==> config.mk <==
export PLATFORM = sky130hd
export DESIGN_NAME = mem_operand_fetcher
export DESIGN_NICKNAME = d
export VERILOG_FILES = /design/src/rtl/mem_operand_fetcher.sv
export SDC_FILE = /design/constraint.sdc
export NUM_CORES = 1
export LEC_CHECK = 0
export ABC_AREA = 1
export ABC_CLOCK_PERIOD_IN_PS = 1560
export CAP_MARGIN = 20
export CORE_ASPECT_RATIO = 1.5
export CORE_MARGIN = 2
export CORE_UTILIZATION = 43
export CTS_CLUSTER_SIZE = 25
export DETAILED_ROUTE_END_ITERATION = 6
export HOLD_SLACK_MARGIN = 0.05
export PLACE_DENSITY = 0.76
export SLEW_MARGIN = 10
export SYNTH_ARGS = -nofsm -noshare
export SYNTH_HDL_FRONTEND = slang
export SYNTH_SLANG_ARGS = --single-unit
==> constraint.sdc <==
create_clock -name clk -period 1.56 [get_ports clk]
set_input_delay 0.156 -clock clk [delete_from_list [all_inputs] [get_ports clk]]
set_output_delay 0.156 -clock clk [all_outputs]
set_load 0.05 [all_outputs]
==> src/rtl/mem_operand_fetcher.sv <==
// Operand-fetch sequencer: captures NUM_OPS source values and passes each through or loads it from memory over a req/ack port.
// Optional watchdog on memory requests is built when FETCH_TIMEOUT_EN is defined.
module mem_operand_fetcher #(
  parameter int DATA_W         = 32,
  parameter int NUM_OPS        = 2,
  parameter int TIMEOUT_CYCLES = 255
) (
  input  logic                      clk,
  input  logic                      reset,
  input  logic                      start,
  input  logic [NUM_OPS-1:0]        indirect,
  input  logic [NUM_OPS*DATA_W-1:0] src,
  output logic                      mem_req,
  output logic [DATA_W-1:0]         mem_addr,
  input  logic                      mem_ack,
  input  logic [DATA_W-1:0]         mem_rdata,
  output logic [NUM_OPS*DATA_W-1:0] ops,
  output logic                      busy,
  output logic                      done,
  output logic                      err
);

  localparam int IDX_W = (NUM_OPS > 1) ? $clog2(NUM_OPS) : 1;
  localparam logic [IDX_W-1:0] LAST_IDX = IDX_W'(NUM_OPS - 1);

  typedef enum logic [1:0] {
    S_IDLE,
    S_SCAN,
    S_REQ,
    S_DONE
  } state_t;

  state_t                    state, state_next;
  logic [IDX_W-1:0]          idx;
  logic [NUM_OPS*DATA_W-1:0] src_q;
  logic [NUM_OPS-1:0]        ind_q;

  logic              latch_in;
  logic              op_we;
  logic [DATA_W-1:0] op_val;
  logic              idx_inc;
  logic              enter_req;
  logic              tmo_fire;
  logic              tmo_hit;
  logic [DATA_W-1:0] cur_src;
  logic              is_last;

  assign cur_src = src_q[idx*DATA_W +: DATA_W];
  assign is_last = (idx == LAST_IDX);

  // NOTE: every signal written here gets a default first, so no path leaves one unassigned and no latch is inferred.
  always_comb begin
    state_next = state;
    latch_in   = 1'b0;
    op_we      = 1'b0;
    op_val     = '0;
    idx_inc    = 1'b0;
    enter_req  = 1'b0;
    tmo_fire   = 1'b0;
    case (state)
      S_IDLE: begin
        if (start) begin
          latch_in   = 1'b1;
          state_next = S_SCAN;
        end
      end
      S_SCAN: begin
        if (ind_q[idx]) begin
          enter_req  = 1'b1;
          state_next = S_REQ;
        end else begin
          op_we  = 1'b1;
          op_val = cur_src;
          if (is_last) state_next = S_DONE;
          else         idx_inc    = 1'b1;
        end
      end
      S_REQ: begin
        // An ack in the expiry cycle takes priority over the watchdog.
        if (mem_ack) begin
          op_we  = 1'b1;
          op_val = mem_rdata;
          if (is_last) begin
            state_next = S_DONE;
          end else begin
            idx_inc    = 1'b1;
            state_next = S_SCAN;
          end
        end else if (tmo_hit) begin
          op_we      = 1'b1;
          op_val     = '0;
          tmo_fire   = 1'b1;
          state_next = S_DONE;
        end
      end
      S_DONE:  state_next = S_IDLE;
      default: state_next = S_IDLE;
    endcase
  end

  // NOTE: sequential state uses non-blocking assignments so all registers update together from pre-edge values.
  always_ff @(posedge clk) begin
    if (!reset) begin
      state    <= S_IDLE;
      idx      <= '0;
      src_q    <= '0;
      ind_q    <= '0;
      ops      <= '0;
      mem_req  <= 1'b0;
      mem_addr <= '0;
    end else begin
      state   <= state_next;
      mem_req <= (state_next == S_REQ);
      if (latch_in) begin
        src_q <= src;
        ind_q <= indirect;
        idx   <= '0;
      end else if (idx_inc) begin
        idx <= idx + IDX_W'(1);
      end
      if (enter_req) mem_addr <= cur_src;
      if (op_we) ops[idx*DATA_W +: DATA_W] <= op_val;
    end
  end

`ifdef FETCH_TIMEOUT_EN
  localparam int TMO_W = $clog2(TIMEOUT_CYCLES + 1);

  logic [TMO_W-1:0] tmo_cnt;
  logic             err_q;

  // tmo_cnt counts completed REQ cycles; expiry fires at the end of the TIMEOUT_CYCLES-th one.
  assign tmo_hit = (tmo_cnt == TMO_W'(TIMEOUT_CYCLES - 1));

  always_ff @(posedge clk) begin
    if (!reset) begin
      tmo_cnt <= '0;
      err_q   <= 1'b0;
    end else begin
      if (enter_req)            tmo_cnt <= '0;
      else if (state == S_REQ)  tmo_cnt <= tmo_cnt + TMO_W'(1);
      if (latch_in)             err_q <= 1'b0;
      else if (tmo_fire)        err_q <= 1'b1;
    end
  end

  assign err = err_q;
`else
  assign tmo_hit = 1'b0;
  assign err     = 1'b0;
`endif

  assign busy = (state == S_SCAN) || (state == S_REQ);
  assign done = (state == S_DONE);

endmodule

# ---- Yosys cells after proc, flatten, opt, wreduce, memory -nomap -nowiden
# Index checks and enable logic that the tools add are counted.
dict set report classes {
  n_addsub 2
  n_mul 0
  n_div 0
  magnitude_cmp 1
  n_eq_ne 4
  shifts 3
  mux 23
  bitwise 1
  n_reduce_logical 3
}
# op n
set ops {}
lappend ops {{$bwmux W64} 1}
lappend ops {{$mux W32} 2}
lappend ops {{$pmux W32 S2} 1}
lappend ops {{$shift A32 B34 Y64 const A} 1}
lappend ops {{$shiftx A32 B34 Y64} 1}
lappend ops {{$shiftx A64 B7 Y32} 1}
lappend ops {{$neg A6 Y34} 1}
lappend ops {{$mux W1} 11}
lappend ops {{$mux W2} 5}
lappend ops {{$pmux W2 S4} 1}
lappend ops {{$eq A2 B2 Y1 const B} 3}
lappend ops {{$pmux W1 S2} 2}
lappend ops {{$eq A2 B1 Y1 const B} 1}
lappend ops {{$logic_not A2 Y1} 1}
lappend ops {{$lt A1 B2 Y1 const B} 1}
lappend ops {{$reduce_or A2 Y1} 1}
lappend ops {{$add A1 B1 Y1 const B} 1}
lappend ops {{$logic_or A1 B1 Y1} 1}
lappend ops {{$not A1 Y1} 1}
dict set report word_totals {
  register_bits 166
  latch_bits 0
  mem_bits_rw 0
  mem_bits_ro 0
  inputBits 102
  output_inout_bits 100
  wordCells 44
  mem_count 0
}

# ---- Depth between registers and ports, before layout
# Gate-level depths: netlist (run 1).
dict set report logic_depth {
  ltp_word 6
  mapped_depth 9
  depth_no_buf 8
}

# ---- Worst setup path before layout (run 1)
# Ideal clock, no wire load.
dict set report synth_timing {
  path_type {reg-to-reg}
  startpoint {register state[1]}
  endpoint {register ops[51]}
  setup_time_ns 0.113
  arrival_ns 1.633
  t_required_ns 1.447
  slack_ns -0.186
  path_stages_with_launch 7
  path_buffers 1
  synth_period_minus_slack_ns 1.746
  cell_sequence {dfxtp_1 > inv_1 > ha_1 > nand3_4 > buf_2 > nor2_1 > nor2_1}
}
dict set report synth_via {
  elab_chain_cells 4
  elab_cells_between_ends 6
  cone_classes {eq/ne (2); shift (1); mux (3)}
}
# item line
set synth_rtl {}
lappend synth_rtl {{from (decl)} 33} ;# state_t state, state_next;
lappend synth_rtl {{from (signal assigned)} 112} ;# state <= state_next;
lappend synth_rtl {{$eq A2 B2 Y1 or $eq A2 B1 Y1 (tied branches)} 60} ;# case (state)
lappend synth_rtl {{$pmux W32 S2} 60}
lappend synth_rtl {{$shiftx A32 B34 Y64} 122} ;# if (op_we) ops[idx*DATA_W +: DATA_W] <= op_val;
lappend synth_rtl {{$bwmux W64} 122}
lappend synth_rtl {{to (signal, indexed assignment)} 122}
lappend synth_rtl {{to (decl)} 17} ;# output logic [NUM_OPS*DATA_W-1:0] ops,
# Parallel ways exist; a longest one is shown, timed or not.
# A chain may end at the register's enable or synchronous reset.

# ---- Worst setup path in the final report (run 1)
dict set report layout_timing {
  startpoint {register state[1]}
  endpoint {output port busy}
}
dict set report layout_via {
  elab_chain_cells 2
  elab_cells_between_ends 3
  cone_classes {eq/ne (2); reduce/logical (1)}
}
# item line
set layout_rtl {}
lappend layout_rtl {{$eq A2 B1 Y1 or $eq A2 B2 Y1 (tied branches)} 153} ;# assign busy = (state == S_SCAN) || (state == S_REQ);
lappend layout_rtl {{$logic_or A1 B1 Y1 (*)} 153}
lappend layout_rtl {{to (decl)} 18} ;# output logic busy,
# Mark *: on every way between the ends. The rest lies on a longest branch, timed or not.

==> impl_metrics.toml, run 1 <==
[grt]
track_usage_pct = 22.1
grt_pass1_wl_um = 30200
antenna_found_initial = 0
grt_pass1_vias = 6136
grt_overflow_total = 0
grt_max_degree = 73

[power_and_ir_drop]
power_density_nw_per_um2 = 1070
p_leak_nw = 4.56
finalPower_w = 0.0105
peakVddDrop_v = 0.000630

[logic_synthesis]
avgSynthCellArea_um2 = 6.85
syn_inst = 1021
syn_nets = 1129
synth_area_um2 = 6990
yosys_warnings = 0
yosysTopAreaCellShare_pct = 47.5
synth_area_leaders = "dfxtp_1, nand2_1, nor2_1"
synth_cell_types = 23
synth_top_cell_by_area = "dfxtp_1"
yosysSeqAreaShare_pct = 47.5
ys_ff_latch = 166

[critical_path]
critPathKind = "reg -> out"
worstPathArrival_ps = 1400
cp-start-kind = "register"
end_kind = "output port"
worstReg2RegStart = "state[1]"
required_ps = 1400
worstSetupStartpoint = "state[1]"
crit_fanout = 3

[floorplan]
core.rowCount = 57
die_h_um = 160
die_w_um = 108
start_util_pct = 43.6
die-area_um2 = 17300
core_region_area_um2 = 16000
ioPinCount = 202

[route]
dr.max_layer_used = "met4"
vias_per_cell = 4.77
wl_met2_um = 9670
drt_wl_total_um = 19500
wl_met3_um = 898
drtIter0Drc = 304
avgRoutedWirePerCell_um = 13.7
antenna_left = 0
wl_met1_um = 8210
first_pass_iters = 5
num_vias = 6810
drc = 0

[final_layout]
nFillCells = 1491
drive_gt1_share_pct = 15.8
register_area_um2 = 3330
final_cell_count_no_fill = 1429
synthToLayoutAreaGrowth_pct = 40.7
n_antenna_cell = 0
postLayoutCellArea_um2 = 9840
nets = 1321
multi_input_area_um2 = 3040

[clock_network]
numCtsBuffers = 17
path_clk_slew_ps = 60
cts-root-buf = "clkbuf_16"
clk_latency_ps = 410
htreeDepth = 4
cts_tree = "done"
holdBufCountCts = 0
clockBufferDepth = 2
clock-sinks = 166

[flow_run]
max_cap_viol_count = 0

[placement]
gp_congestion = 0.896
dp.cells = 1395
port_buffers = 200
pre_cts_ws_ps = -38.6
hpwl_um = 13800
dpl-instance-area_um2 = 9180

[timing]
holdWs_ps = 254
hold_violations = 0
fmax_mhz = 644
fin_skew_ps = 9.79
setup_viol = 0
fin_ws_ps = 6.62
period_minus_slack_ps = 1550
rsz0062_at_grt = "yes"
period_share_pct = 99.6
drv_slew = 0

[status]
status = "complete, no violations"

[hold_path]
hold_path_class = "in -> reg"
hold_start = "reset"
==> cell families after synthesis <==
group | count (synthesis) | synth area share [%]
simple gates | 482 | 27.7
compound gates | 198 | 14.2
buf+inv | 168 | 9.43
flops | 166 | 47.5
fa+ha+maj | 6 | 1.07
other cells | 1 | 0.0536
==> layout make-up <==
class / count / area share, %
timing repair buffer: 235 / 23.0
inverter: 106 / 4.07
tap: 206 / 2.62
multi-input combinational: 687 / 30.9
clock buffer: 20 / 4.44
sequential: 166 / 33.9
clock inverter: 9 / 1.09
==> synthesized netlist by cell type <==
cell type	count
nand4_1	1
or2_1	17
buf_1	1
nand2_2	3
nor3_1	2
nand3_2	1
nand3_4	2
nand2_1	240
nand3_1	1
or2_2	15
a21oi_1	67
buf_4	2
buf_2	17
o21ai_0	131
conb_1	1
inv_1	104
clkinv_1	1
inv_2	1
nor2_1	199
dfxtp_1	166
clkbuf_1	42
ha_1	6
and2_1	1
==> state kept, by name, summed over array words and instances, names as in the netlist <==
register and cells:
ops 64, src_q 64, mem_addr 32, ind_q 2, state 2, idx 1
mem_req 1
==> metrics by stage <==
| step | TNS, ps | util, % |
|---|---|---|
| 2_1_floorplan | -36.5 | - |
| 3_3_place_gp | 0 | 57.2 |
| 3_5_place_dp | -841 | 57.2 |
| 4_1_cts | 0 | 60.7 |
| 5_1_grt | -63.4 | 61.3 |
| 6_report | 0 | 61.3 |
==> path summary, 6_finish.rpt <==
check	to	slack [ps]	cells past startpoint
max reg2reg	ops[49]	80	9
min reg2reg	src_q[63]	450	2
min	src_q[20]	250	4
max	busy	7	5
==> critical path, stage by stage (launching register included) <==
cell and delay (ps):
dfxtp_2 330, inv_2 40, buf_6 120, ha_4 240, buf_6 120, buf_12 140
==> layout by cell type (no fill, tap or decap), drive strengths merged <==
cell type	n
clkinvlp	2
clkbuf	22
nand4	1
nand2	243
a21oi	67
clkdlybuf4s50	100
o21ai	131
buf	133
nand3	4
nor2	199
or2	32
bufinv	2
ha	6
conb	1
dfxtp	166
clkinv	6
nor3	2
inv	105
and2	1
==> where the power goes <==
group          internal [W]  leakage (nW)  switching, W  total [W]
sequential          0.00451          1.36      0.000127    0.00464
clock               0.00233         0.262       0.00160    0.00393
combinational      0.000772          2.94       0.00116    0.00193
==> routing by layer <==
layer  global-route usage (%)  up-vias
met5                        0        -
met4                     9.62        0
met3                     2.86       43
met2                     37.2      205
met1                     28.1     3051
li1                         -     3511
==> repair_timing <==
action                     CTS  global route
gates cloned                 0             2
setup endpoints to repair   66            65
resized for setup            7            13
buffers inserted             1             2
pin swaps                    1             7
(Power assumes the default switching activity.)
==> inputs of run 2 (changes only) <==
--- a/config.mk
+++ b/config.mk
@@ -9,7 +9,7 @@
 export ABC_CLOCK_PERIOD_IN_PS = 1560
 export CAP_MARGIN = 20
 export CORE_ASPECT_RATIO = 1.5
-export CORE_MARGIN = 2
+export CORE_MARGIN = 10
 export CORE_UTILIZATION = 43
 export CTS_CLUSTER_SIZE = 25
 export DETAILED_ROUTE_END_ITERATION = 6
==> run 2 against run 1 <==
  * First-iteration DRC count increased by 73%
  * Via count increased by 0.41%
  * Clock power increased by 12%
  * Critical path type unchanged
  * Wire length increased by 11%
  * Non-clock buffer count increased by 12
  * Critical endpoint unchanged
  * Highest routed layer unchanged
  * Largest power group unchanged
  * Core utilization increased by 1.2 points
  * Global-route usage decreased by 3.0 points
  * Largest cell class unchanged
==> impl_metrics.toml, run 2 (synthesis gave the netlist of run 1 again) <==
[critical_path]
end_kind = "output port"
worst_r2r_endpoint = "ops[52]"
worstReg2RegStart = "state[1]"
worstPathArrival_ps = 1370
crit_fanout = 4
rrSetupSlack_ps = 30
critPathKind = "reg -> out"
cp-start-kind = "register"
reg2reg_depth = 8
required_ps = 1400

[hold_path]
hold_path_class = "in -> reg"
worstHoldEndpoint = "src_q[23]"
hold_depth = 3
hold_start = "reset"

[timing]
drv_slew = 0
fin_ws_ps = 29.6
setup_tns_ps = 0
rsz0062_at_grt = "yes"
hold_violations = 0
period_minus_slack_ps = 1530
setup_viol = 0
fin_skew_ps = 10.3
period_share_pct = 98.1
fmax_mhz = 653

[clock_network]
cts-root-buf = "clkbuf_16"
holdBufCountCts = 0
clockBufferDepth = 2
path_clk_slew_ps = 70
clk_latency_ps = 420
cts_tree = "done"
clock-sinks = 166
htreeDepth = 4
numCtsBuffers = 17

[final_layout]
nFillCells = 1463
nets = 1333
postLayoutCellArea_um2 = 10100
post-route-util_pct = 62.5
mostFrequentLayoutCells = "nand2_1, nor2_1, dfxtp_1"
drive_gt1_share_pct = 18.3
synthToLayoutAreaGrowth_pct = 44.2
largestRegisters = "ops: 64 flops, src_q: 64 flops, mem_addr: 32 flops"
final_common_cell = "nand2_1"

[route]
antenna_left = 0
avgRoutedWirePerCell_um = 15.0
num_vias = 6838
drtIter0Drc = 525
drc = 0
drt_wl_total_um = 21700
vias_per_cell = 4.73
first_pass_iters = 4

[flow_run]
max_cap_viol_count = 0

[grt]
grt_pass1_wl_um = 33300
antenna_found_initial = 1
grt_pass1_vias = 6620
grt_max_degree = 39
track_usage_pct = 19.2
grt_overflow_total = 0

[floorplan]
start_util_pct = 43.4
ioPinCount = 202
die-area_um2 = 21900
die_w_um = 124
die_h_um = 176
core_region_area_um2 = 16100
core.rowCount = 57

[status]
status = "complete, no violations"

[placement]
dpl-instance-area_um2 = 9310
gp_congestion = 0.868
port_buffers = 200
pre_cts_ws_ps = -68.7
hpwl_um = 16000

[power_and_ir_drop]
power_density_nw_per_um2 = 1090
p_leak_nw = 4.65
peakVddDrop_v = 0.000636
==> run 2: worst max-delay path by stage <==
stage                   from  cells past startpoint        end  slack, ps
floorplan           state[0]                      6  src_q[43]         -2
global placement     mem_ack                      9     ops[7]          5
detailed placement  state[0]                     10     ops[8]        -70
CTS                 state[1]                     10     ops[9]        0.5
global route        state[1]                      8    ops[52]        -60
finish              state[0]                      4       busy         30
==> run 2: timing repair <==
item                       4_1_cts  5_1_grt
setup buffers                    1        0
pin swaps                        7       13
resized for setup                5       42
setup endpoints to repair       31       75
cloned                           0        2
==> run 2: metal layers <==
metal | wire length [um] | share of wire (%) | vias up | GRT usage (%)
li1 | - | - | 3539 | -
met1 | 8830 | 41 | 3079 | 22.5
met2 | 11000 | 51 | 181 | 32.7
met3 | 1210 | 5.6 | 39 | 4.06
met4 | 672 | 3.1 | 0 | 7.94
met5 | 0 | 0 | - | 0
==> run 2: where the power goes <==
group,switching (W),leakage [nW],internal (W)
Clock,0.00186,0.299,0.00257
Combinational,0.00118,3.00,0.000783
Sequential,0.000127,1.36,0.00451
==> run 2: stage by stage <==
| step | hold WS [ps] | std cells | power, W |
|---|---|---|---|
| floorplan | 323 | 1021 | 0.00580 |
| global placement | 438 | 1409 | 0.00661 |
| detailed placement | 444 | 1409 | 0.00664 |
| CTS | 150 | 1442 | 0.0110 |
| global route | 161 | 1445 | 0.0115 |
| finish | 163 | 1445 | 0.0110 |
==> run 2: critical path: stages (launching register included) <==
cell	delay, ps
dfxtp_4	380
inv_4	60
ha_4	260
buf_4	120
buf_12	130
==> run 2: cell type report <==
type | count | area (um2) | area share, %
antenna | 1 | 2.50 | 0.0248
clock buffer | 17 | 425 | 4.22
clock inverter | 15 | 190 | 1.89
inverter | 106 | 403 | 4.00
multi-input combinational | 687 | 3100 | 30.8
sequential | 166 | 3330 | 33.1
tap | 206 | 258 | 2.56
timing repair buffer | 247 | 2370 | 23.5
